<file path="src/rtl/rs232_to_axis.sv">
// RS232 8N1 receiver with mid-bit sampling, receive FIFO, AXI byte-stream output
// and RTS flow control that stops the remote before the FIFO can overflow.
module rs232_to_axis #(
  parameter real         CLOCK_FREQ = 133000000.0,
  parameter real         BAUD_RATE  = 115200.0,
  parameter int unsigned FIFO_DEPTH = 4,
  parameter int unsigned RTS_MARGIN = 2
) (
  input  logic       clock,
  input  logic       resetn,
  input  logic       rxd_pin,
  output logic       rtsn_pin,
  output logic [7:0] odata,
  output logic       ovalid,
  input  logic       oready,
  output logic       frame_error,
  output logic       overrun
);

  localparam int unsigned BAUD_COUNT = $rtoi(CLOCK_FREQ / BAUD_RATE);
  localparam int unsigned CW         = $clog2(BAUD_COUNT);
  localparam int unsigned AW         = $clog2(FIFO_DEPTH);

  localparam logic [CW-1:0] HALF_LOAD = CW'(BAUD_COUNT / 2 - 1);
  localparam logic [CW-1:0] FULL_LOAD = CW'(BAUD_COUNT - 1);
  localparam logic [CW-1:0] CNT_ONE   = CW'(1);
  localparam logic [AW:0]   PTR_ONE   = (AW + 1)'(1);
  localparam logic [AW:0]   DEPTH_C   = (AW + 1)'(FIFO_DEPTH);
  localparam logic [AW:0]   RTS_LEVEL = (AW + 1)'(FIFO_DEPTH - RTS_MARGIN);

  typedef enum logic [2:0] {IDLE, START, DATA, STOP, BRK} state_t;

  state_t        state, state_nx;
  logic [1:0]    rxd_sync;
  logic          rxd;
  logic [CW-1:0] baud_cnt;
  logic          tick;
  logic [2:0]    bit_idx;
  logic [7:0]    shift;
  logic [7:0]    mem [FIFO_DEPTH];
  logic [AW:0]   wr_ptr, rd_ptr, count, count_nx;
  logic          full, push, pop, frame_err_nx, overrun_nx;

  assign rxd      = rxd_sync[1];
  assign tick     = (baud_cnt == '0);
  assign count    = wr_ptr - rd_ptr;
  assign full     = (count == DEPTH_C);
  assign ovalid   = (wr_ptr != rd_ptr);
  assign pop      = ovalid && oready;
  assign odata    = mem[rd_ptr[AW-1:0]];
  assign count_nx = count + (AW + 1)'(push) - (AW + 1)'(pop);

  always_ff @(posedge clock or negedge resetn) begin
    if (!resetn) begin
      rxd_sync <= 2'b11;
      state    <= IDLE;
    end else begin
      rxd_sync <= {rxd_sync[0], rxd_pin};
      state    <= state_nx;
    end
  end

  always_comb begin
    state_nx     = state;
    push         = 1'b0;
    frame_err_nx = 1'b0;
    overrun_nx   = 1'b0;
    unique case (state)
      IDLE:  if (!rxd) state_nx = START;
      START: if (tick) state_nx = rxd ? IDLE : DATA;
      DATA:  if (tick && bit_idx == 3'd7) state_nx = STOP;
      STOP: begin
        if (tick) begin
          if (rxd) begin
            // leaving at mid-stop-bit lets a back-to-back start edge resync us
            state_nx = IDLE;
            if (!full || pop) push = 1'b1;
            else              overrun_nx = 1'b1;
          end else begin
            state_nx     = BRK;
            frame_err_nx = 1'b1;
          end
        end
      end
      BRK:     if (rxd) state_nx = IDLE;
      default: state_nx = IDLE;
    endcase
  end

  always_ff @(posedge clock or negedge resetn) begin
    if (!resetn) begin
      baud_cnt <= '0;
      bit_idx  <= '0;
      shift    <= '0;
    end else begin
      if (state == IDLE) begin
        if (!rxd) baud_cnt <= HALF_LOAD;
      end else if (state != BRK) begin
        baud_cnt <= tick ? FULL_LOAD : baud_cnt - CNT_ONE;
      end
      if (state == START) bit_idx <= '0;
      if (state == DATA && tick) begin
        shift   <= {rxd, shift[7:1]};
        bit_idx <= bit_idx + 3'd1;
      end
    end
  end

  always_ff @(posedge clock or negedge resetn) begin
    if (!resetn) begin
      wr_ptr      <= '0;
      rd_ptr      <= '0;
      rtsn_pin    <= 1'b1;
      frame_error <= 1'b0;
      overrun     <= 1'b0;
      for (int unsigned i = 0; i < FIFO_DEPTH; i++) mem[i] <= '0;
    end else begin
      if (push) begin
        mem[wr_ptr[AW-1:0]] <= shift;
        wr_ptr              <= wr_ptr + PTR_ONE;
      end
      if (pop) rd_ptr <= rd_ptr + PTR_ONE;
      // raise stop when free entries after this cycle fall below the margin
      rtsn_pin    <= (count_nx > RTS_LEVEL);
      frame_error <= frame_err_nx;
      overrun     <= overrun_nx;
    end
  end

endmodule

</file>
<file path="config.mk">
export PLATFORM = sky130hd
export DESIGN_NAME = rs232_to_axis
export DESIGN_NICKNAME = d
export VERILOG_FILES = /design/src/rtl/rs232_to_axis.sv
export SDC_FILE = /design/constraint.sdc
export NUM_CORES = 1
export LEC_CHECK = 0
export CORE_ASPECT_RATIO = 1.5
export CORE_MARGIN = 4
export CORE_UTILIZATION = 35
export CTS_BUF_LIST = sky130_fd_sc_hd__clkbuf_16
export DETAILED_ROUTE_END_ITERATION = 8
export PLACE_DENSITY_LB_ADDON = 0.3
export SLEW_MARGIN = 5
export SYNTH_ARGS = -nofsm -noshare
export SYNTH_HDL_FRONTEND = slang
export SYNTH_SLANG_ARGS = --single-unit
</file>
<file path="constraint.sdc">
create_clock -name clock -period 3.36 [get_ports clock]
set_input_delay 1.008 -clock clock [delete_from_list [all_inputs] [get_ports clock]]
set_output_delay 1.008 -clock clock [all_outputs]
set_load 0.02 [all_outputs]
</file>
==> results.tsv, run 1 <==
metric	value	unit
CTS tree	done	
worst-case reg-to-reg path depth	14	
detail-routed via count per cell	5.05	
layout net count	311	
critical path fanouts, max	4	
worst clock skew	0.00809	ns
area grow syn2layout	18.8	%
CP Data Required Time	3.62	ns
Max-cap violations	0	
Setup CP Type	register to register	
detailed-route DRC error count	0	
antenna viol nets, final	0	
TritonCTS sink count	68	
Initial DRC Count	110	
Slew Limit Fails	0	
Post-CTS Repair Setup Buffers	0	
Synth Net Count	279	
layout cells sized above 1	31.5	%
Post-Syn Instances	261	
Peak Freq	326	MHz
number of global-route vias before repair	2168	
die height	128	µm
Final Setup Violations	0	
diodes inserted	0	
status	complete, no violations	
Finished Core Util	42.6	%
Slew @ Worst Pin	0.869	ns
CTS clock-pin slew for the worst setup and hold paths	0.06	ns
core area	9310	µm²
Worst Hold Launch	rxd_sync[0]$_DFF_PN1_	
r2r setup slk	0.29	ns
cell area after synthesis	3340	µm²
Die X	87.8	µm
hold path cells	0	
die footprint	11200	µm²
worst reg2reg path startpoint	wr_ptr[0]$_DFFE_PN0P_	
Fin Hold WS	0.353	ns
CTS buffer count	9	
CP startpoint kind	register	
Port-buffer cells	15	
leakage	1.83	nW
first-pass GRT wire length	10800	µm
GRT Total Usage	12.6	%
initial antenna violation count	0	
library cells used by synthesis	46	
CTS Hold Buffers Added	0	
largest net degree at the start of global routing	69	
clk buf depth	2	
post-synthesis sequential area ratio	51.1	%
PD cells	554	nW/µm²
Critical Path End Type	register	
Final min period	3.07	ns
Hold Path End	rxd_sync[1]$_DFF_PN1_	
Fin Setup TNS	0	ns
average size of a mapped cell	12.8	µm²
Critical Path Max Stage Delay	0.52	ns
critical-path cell list	inv_1 -> ha_1 -> fa_1 -> nand3b_1 -> mux2i_2 -> a21oi_1 -> inv_1 -> ha_1 -> inv_1 -> ha_1 -> fa_1 -> xor2_1 -> xnor2_1 -> nand2_1	
I/O pins	16	
final wirelength	6080	µm
Syn. warnings	0	
Worst Hold Class	register to register	
number of H-tree levels	3	
post-synthesis register bit count	68	
HPWL Detailed	4120	µm
final period utilization	91.3	%
Slew Limit Headroom	42.1	%
Routability Congestion	0.781	
GR Overflow Total	0	
site row count	43	
clock latency on the worst-skew pair	0.33	ns
cts repair resizes	0	
Final Power	2.20	mW
RSZ-0062 raised after global routing	no	
Final Hold Viols	0	
drt first pass iters	4	
Initial Util	35.9	%
DR vias	2069	
Wirelength per Cell	14.8	µm
Crit Reg-Reg Endpoint	rtsn_pin$_DFF_PN1_	
WP data arrival	3.33	ns
CTS Root Buffer Type	clkbuf_16	
Crit-path slowest cell	fa_1	
Peak VDD IR	0.395	mV
## metal layers
| layer | up-vias | routed length (µm) | part of all wire (%) | GRT usage, % |
|---|---|---|---|---|
| met1 | 1033 | 2820 | 46 | 16.6 |
| met3 | 10 | 167 | 2.7 | 4.26 |
| li1 | 1002 | - | - | - |
| met2 | 24 | 2960 | 49 | 18.9 |
| met5 | - | 0 | 0 | 0 |
| met4 | 0 | 129 | 2.1 | 5.06 |
## cells by family (layout without fill, tap and decap cells)
family	after synthesis	count (layout)	share of synthesized area [%]
DFF	68	68	51.1
muxes	50	50	19.6
and+or+nand+nor	50	50	8.99
AOI/OAI and AO/OA	43	43	9.29
buffers and inverters	28	65	3.22
adders and majority gates	14	14	5.69
xor gates and xnor gates	8	8	2.10
## where the power goes
group	switching (mW)	internal, mW
Clock	0.351	0.494
Combinational	0.266	0.216
Sequential	0.0162	0.855
Total	0.633	1.56
## final cells by class
cell class                 instances  area, µm²
timing repair buffer              29        250
tap                              112        140
inverter                          20       75.1
multi-input combinational        165       1530
sequential                        68       1710
fill                             874       5340
clock buffer                       9        225
clock inverter                     7       43.8
## stage by stage
stage          std cells  area [µm²]  setup WS, ns
2_1_floorplan        261        3340        0.0604
3_3_place_gp         394        3700        0.0928
3_5_place_dp         394        3700        0.0485
4_1_cts              410        3970         0.266
5_1_grt              410        3970        0.0573
6_report             410        3970         0.293
## sequential cells by signal, indices dropped and copies added (netlist names)
signal       count
baud_cnt        11
bit_idx          3
frame_error      1
mem             32
overrun          1
rd_ptr           3
rtsn_pin         1
rxd_sync         2
shift            8
state            3
wr_ptr           3
## critical path, delay by kind of cell, from the launching register on
| family | cells | cell delay [ns] |
|---|---|---|
| AO/OA/AOI/OAI | 1 | 0.21 |
| XOR/XNOR | 2 | 0.29 |
| adder cells (fa/ha/maj) | 5 | 1.62 |
| buffers and inverters | 3 | 0.21 |
| flip-flops | 1 | 0.37 |
| multiplexers | 1 | 0.09 |
| AND/OR/NAND/NOR | 2 | 0.20 |
## layout by cell type, fill, tap and decap left out, types with 2 or more instances in the layout
| master | instances |
|---|---|
| inv_1 | 20 |
| dfrtp_1 | 65 |
| clkdlybuf4s50_1 | 14 |
| or2_2 | 3 |
| ha_1 | 12 |
| mux4_2 | 8 |
| mux2_2 | 40 |
| nand4_1 | 2 |
| fa_1 | 2 |
| nand2_1 | 11 |
| a211oi_4 | 4 |
| or3_1 | 2 |
| xnor2_1 | 6 |
| o21ai_0 | 16 |
| nand3_1 | 8 |
| nor4_1 | 2 |
| clkinv_4 | 2 |
| nor2_1 | 10 |
| clkbuf_16 | 9 |
| a31oi_1 | 5 |
| xor2_1 | 2 |
| dfstp_2 | 3 |
| buf_4 | 14 |
| clkinv_2 | 3 |
| a21oi_1 | 7 |
| o22ai_1 | 3 |
## synth_stat cells, drive strengths merged
cell    instances  area (µm²)
a21oi           7        35.0
fa              2        40.0
a31o            1        8.76
o21ai          16        80.1
a21boi          1        7.51
ha             12         150
nor4            3        25.0
and4b           1        10.0
a211oi          5        87.6
mux4            8         180
a311oi          1        8.76
mux2i           1        13.8
nand2b          1        6.26
nor3            1        5.00
buf             1        5.00
dfrtp          65        1630
dfstp           3        78.8
o22a            1        8.76
nand3b          1        7.51
nand3           8        40.0
nor2           10        37.5
mux2           41         462
o22ai           3        18.8
nor2b           1        6.26
a31oi           5        31.3
clkbuf          7        27.5
o41ai           1        8.76
xnor2           6        52.6
inv            20        75.1
nand2          11        41.3
nand4           3        33.8
nor4b           2        32.5
and3            1        6.26
or4b            1        10.0
xor2            2        17.5
o31ai           1        7.51
or3             2        12.5
o21a            1        7.51
or2             3        18.8
or4             1        7.51
## worst max path at each step
stage / from / depth (start not counted) / endpoint / slack [ns]
CTS: wr_ptr[0]$_DFFE_PN0P_ / 14 / rtsn_pin$_DFF_PN1_ / 0.27
finish: wr_ptr[0]$_DFFE_PN0P_ / 14 / rtsn_pin$_DFF_PN1_ / 0.29
global route: wr_ptr[0]$_DFFE_PN0P_ / 14 / rtsn_pin$_DFF_PN1_ / 0.06
floorplan: wr_ptr[0]$_DFFE_PN0P_ / 14 / rtsn_pin$_DFF_PN1_ / 0.06
global placement: oready / 12 / rtsn_pin$_DFF_PN1_ / 0.09
detailed placement: oready / 12 / rtsn_pin$_DFF_PN1_ / 0.05
Note: power is estimated with default switching activity, not from simulation.
==> run 2, diff against run 1 <==
- CORE_MARGIN: 4 -> 8
- CTS_CLUSTER_DIAMETER: not set -> 40
- HOLD_SLACK_MARGIN: not set -> 0.05
==> run 2 against run 1 <==
Final area is 0.32% higher. First-iteration DRC count is 48% lower. Register-to-register slack worse by 0.03 ns. Utilization is 0.38 points higher. Wire length is 6.0% higher. Sequential share of layout area is 0.14 points lower. Via count is 1.5% higher. Flip-flop and latch count stayed put. Highest routed layer unchanged.
==> results.tsv, run 2 (synthesis results as in run 1) <==
metric	value	unit
status	complete, no violations	
detail-routed via count per cell	5.12	
most frequent cells in the layout	65 x dfrtp_1, 40 x mux2_2, 21 x inv_1	
CTS Root Buffer Type	clkbuf_16	
Post-CTS Repair Setup Buffers	0	
Design Area, Final	3980	µm²
CP Data Required Time	3.62	ns
WP data arrival	3.36	ns
Largest regs	mem: 32 flops, baud_cnt: 11 flops, shift: 8 flops	
final period utilization	92.2	%
Worst Hold Class	register to register	
detailed-route DRC error count	0	
CTS clock-pin slew for the worst setup and hold paths	0.06	ns
part of the power in registers	40.1	%
Final Power	2.21	mW
Setup CP Type	register to register	
largest net degree at the start of global routing	69	
Peak VDD IR	0.279	mV
PD cells	556	nW/µm²
number of global-route vias before repair	2273	
Largest Register	mem	
Fin Setup TNS	0	ns
Internal Power	1.57	mW
Finished Core Util	43.0	%
area grow syn2layout	19.1	%
commonest non-fill, non-tap cell in the layout	dfrtp_1	
Final Hold Viols	0	
RSZ-0062 raised after global routing	no	
Initial DRC Count	57	
Fin Hold WS	0.352	ns
Die X	95.8	µm
Clk pwr share	38.5	%
diodes inserted	0	
CTS buffer count	9	
Slew Limit Headroom	54.5	%
DR vias	2100	
drt first pass iters	4	
Critical Path End Type	register	
initial antenna violation count	0	
leakage	1.83	nW
GR Overflow Total	0	
switching portion of total power	29.1	%
Routability Congestion	0.759	
CTS tree	done	
Logic pwr share	21.4	%
Psw	0.644	mW
first-pass GRT wire length	11400	µm
GRT Total Usage	11.3	%
TritonCTS sink count	68	
number of H-tree levels	3	
Final Worst Setup Slack	0.263	ns
Max-cap violations	0	
Slew @ Worst Pin	0.680	ns
cts repair resizes	0	
CP startpoint kind	register	
HPWL Detailed	4420	µm
Peak Freq	323	MHz
Placed Instance Area	3710	µm²
Cell Count, Final, Fillers Out	410	
placed cells	394	
die height	136	µm
clk buf depth	2	
Wirelength per Cell	15.7	µm
antenna viol nets, final	0	
worst clock skew	0.00677	ns
core area	9250	µm²
I/O pins	16	
final wirelength	6450	µm
clock latency on the worst-skew pair	0.33	ns
Slew Limit Fails	0	
layout cells sized above 1	31.2	%
Port-buffer cells	15	
layout net count	311	
Final min period	3.10	ns
site row count	43	
die footprint	13000	µm²
post-place setup slack	0.0395	ns
Largest register FFs	32	
critical path fanouts, max	4	
CTS Hold Buffers Added	0	
Initial Util	36.1	%
Final Setup Violations	0	
run 2: final timing paths:
path / startpoint / end / slack (ns) / cells after the start
setup / recovery: wr_ptr[0]$_DFFE_PN0P_ / rtsn_pin$_DFF_PN1_ / 0.26 / 14
hold / removal: rxd_sync[0]$_DFF_PN1_ / rxd_sync[1]$_DFF_PN1_ / 0.35 / 0
setup reg to reg: wr_ptr[0]$_DFFE_PN0P_ / rtsn_pin$_DFF_PN1_ / 0.26 / 14
hold reg to reg: rxd_sync[0]$_DFF_PN1_ / rxd_sync[1]$_DFF_PN1_ / 0.35 / 0
max in group asynchronous: resetn / rtsn_pin$_DFF_PN1_ / 2.32 / 2
min in group asynchronous: resetn / baud_cnt[3]$_DFFE_PN0P_ / 0.69 / 2
run 2: final cells by class:
cell class | instances | area [µm²]
fill | 873 | 5280
sequential | 68 | 1710
multi-input combinational | 165 | 1530
timing repair buffer | 29 | 263
clock buffer | 9 | 225
tap | 112 | 140
inverter | 20 | 75.1
clock inverter | 7 | 43.8
run 2: critical path, cell delays in order (launching register included):
cell and delay (ns):
dfrtp_1 0.39, inv_1 0.11, ha_1 0.22, fa_1 0.52, nand3b_1 0.15, mux2i_2 0.09
a21oi_1 0.21, inv_1 0.07, ha_1 0.27, inv_1 0.04, ha_1 0.20, fa_1 0.40
xor2_1 0.17, xnor2_1 0.13, nand2_1 0.06
run 2: power by group through the flow:
stage	clock (mW)	sequential [mW]	combinational, mW
global placement	0	0.901	0.473
detailed placement	0	0.901	0.484
CTS	0.878	0.887	0.485
global route	0.908	0.889	0.535
finish	0.850	0.887	0.474
floorplan	0	0.894	0.349
run 2: layer usage:
| metal | track usage [%] | vias up | wire length, µm |
|---|---|---|---|
| met1 | 14.1 | 1060 | 2890 |
| li1 | - | 1006 | - |
| met4 | 6.27 | 0 | 162 |
| met2 | 17.8 | 22 | 3230 |
| met3 | 2.39 | 12 | 171 |
| met5 | 0 | - | 0 |
==> variant: new RTL, flow settings as in run 2 <==
Set the parameter `FIFO_DEPTH` to 16 (it was 4).
--- a/src/rtl/rs232_to_axis.sv
+++ b/src/rtl/rs232_to_axis.sv
@@ -5,3 +5,3 @@
   parameter real         BAUD_RATE  = 115200.0,
-  parameter int unsigned FIFO_DEPTH = 4,
+  parameter int unsigned FIFO_DEPTH = 16,
   parameter int unsigned RTS_MARGIN = 2
Function: same outputs for any inputs over 10 cycles, from zero or initial values and one cycle with resetn low; that may be too few to reach the edited logic, so the function may still have changed.
==> variant against run 2 <==
The flow now finishes with violations (negative setup slack); worst setup slack worse by 0.49 ns; power grew to 2.8 times the old value; sequential power is 140% higher; routed wire length grew to 3.0 times the old value; clock power is 140% higher; utilization is 0.54 points lower; die area is 120% higher; final area grew to 2.5 times the old value; sequential cell count is 100 higher; area after synthesis is 150% higher; clock skew is 0.00080 ns higher; synthesized cell count is 130% higher; largest cell class unchanged; largest power group unchanged; highest routed layer unchanged.
==> variant: results (changes against run 2) <==
\begin{tabular}{lr}
\hline
Metric & Value \\
\hline
\multicolumn{2}{l}{\textbf{Outcome}} \\
\quad Outcome & complete, but fails checks \\
\quad Violated checks & negative setup slack \\
\multicolumn{2}{l}{\textbf{Cells and area}} \\
\quad Fraction of final layout cells with drive strength greater than 1 & 46.14\% (+15 points) \\
\quad Count of non-filler cells in the finished layout & 993 (+140\%) \\
\quad Number of nets in the final layout & 685 (+120\%) \\
\quad Fraction of area in multi-input gates & 40.27\% (+1.9 points) \\
\quad Footprint of the flip-flops and latches & 4209 um2 (+150\%) \\
\quad Number of non-clock buffers & 73 (+150\%) \\
\multicolumn{2}{l}{\textbf{Route}} \\
\quad DRC marker count from the first detailed-route iteration & 230 (+300\%) \\
\quad Wire length on met2 & 10900 um (+240\%) \\
\quad Wire length on met3 & 375 um (+120\%) \\
\multicolumn{2}{l}{\textbf{Power}} \\
\quad Register share of total power & 34.2\% (-5.9 points) \\
\quad Internal power & 0.004236 W (+170\%) \\
\quad Highest ir drop seen on vdd & 412.1 uV (+48\%) \\
\quad Net switching power of the design & 0.001921 W (+200\%) \\
\quad Leak Pwr & 4.539 nW (+150\%) \\
\quad Combinational Power & 0.00202 W (+330\%) \\
\multicolumn{2}{l}{\textbf{Timing}} \\
\quad Setup total negative slack & -0.2253 ns (-0.2253 ns) \\
\quad Number of failing setup endpoints in the final timing report & 1 (+1) \\
\quad PnR worst setup slack & -0.2253 ns (-0.4884 ns) \\
\quad Slew headroom & 38.85\% (-16 points) \\
\multicolumn{2}{l}{\textbf{Logic synthesis}} \\
\quad Leading post-synthesis cells by cell area & sky130\_fd\_sc\_hd\_\_dfrtp\_1, sky130\_fd\_sc\_hd\_\_mux2\_2, sky130\_fd\_sc\_hd\_\_mux4\_2 \\
\quad Post-Syn Nets & 622 (+120\%) \\
\quad Commonest cells in the synthesized netlist & sky130\_fd\_sc\_hd\_\_dfrtp\_1, sky130\_fd\_sc\_hd\_\_mux2\_2, sky130\_fd\_sc\_hd\_\_nand2\_1 \\
\quad Compound-cell area share of the yosys netlist & 3.685\% (-5.6 points) \\
\quad Adder-Cell Fraction of Synth Area & 3.188\% (-2.5 points) \\
\quad Seq/Total Area, Yosys & 50.58\% (-0.49 points) \\
\quad Number of distinct library cell variants in the gate-level netlist after synthesis & 51 (+11\%) \\
\multicolumn{2}{l}{\textbf{Setup path}} \\
\quad Arrival time worst endpoint & 3.94 ns (+0.58 ns) \\
\quad RR Startpoint & rd\_ptr[1]\$\_DFFE\_PN0P\_ \\
\multicolumn{2}{l}{\textbf{Global route}} \\
\quad Total GRT Usage & 14.49\% (+3.1 points) \\
\multicolumn{2}{l}{\textbf{Floorplan}} \\
\quad Die Area & 29060 um2 (+120\%) \\
\multicolumn{2}{l}{\textbf{Place}} \\
\quad RD Place Congestion & 0.7925 (+4.4\%) \\
\multicolumn{2}{l}{\textbf{Clocking}} \\
\quad Clk Latency, worst-skew pair & 0.43 ns (+0.10 ns) \\
\hline
\end{tabular}
==> variant: changes by cell type after synthesis, sizes merged, moves of 6 or more <==
cell	run 2	this run
dfrtp	65	165
mux2	41	137
nand2	11	52
mux4	8	32
nor4	3	15
and3	1	12
clkbuf	7	18
buf	1	11
inv	20	13
a31oi	5	11
ha	12	18
==> variant: worst max path at each step <==
stage                          startpoint            endpoint  slack, ns  cells after the start
floorplan           rd_ptr[1]$_DFFE_PN0P_  rtsn_pin$_DFF_PN1_      -0.41                     20
global placement                   oready  rtsn_pin$_DFF_PN1_      -0.28                     13
detailed placement  wr_ptr[0]$_DFFE_PN0P_  rtsn_pin$_DFF_PN1_      -0.41                     18
CTS                 rd_ptr[1]$_DFFE_PN0P_  rtsn_pin$_DFF_PN1_      -0.21                     18
global route        rd_ptr[1]$_DFFE_PN0P_  rtsn_pin$_DFF_PN1_      -0.36                     18
finish              rd_ptr[1]$_DFFE_PN0P_  rtsn_pin$_DFF_PN1_      -0.23                     18
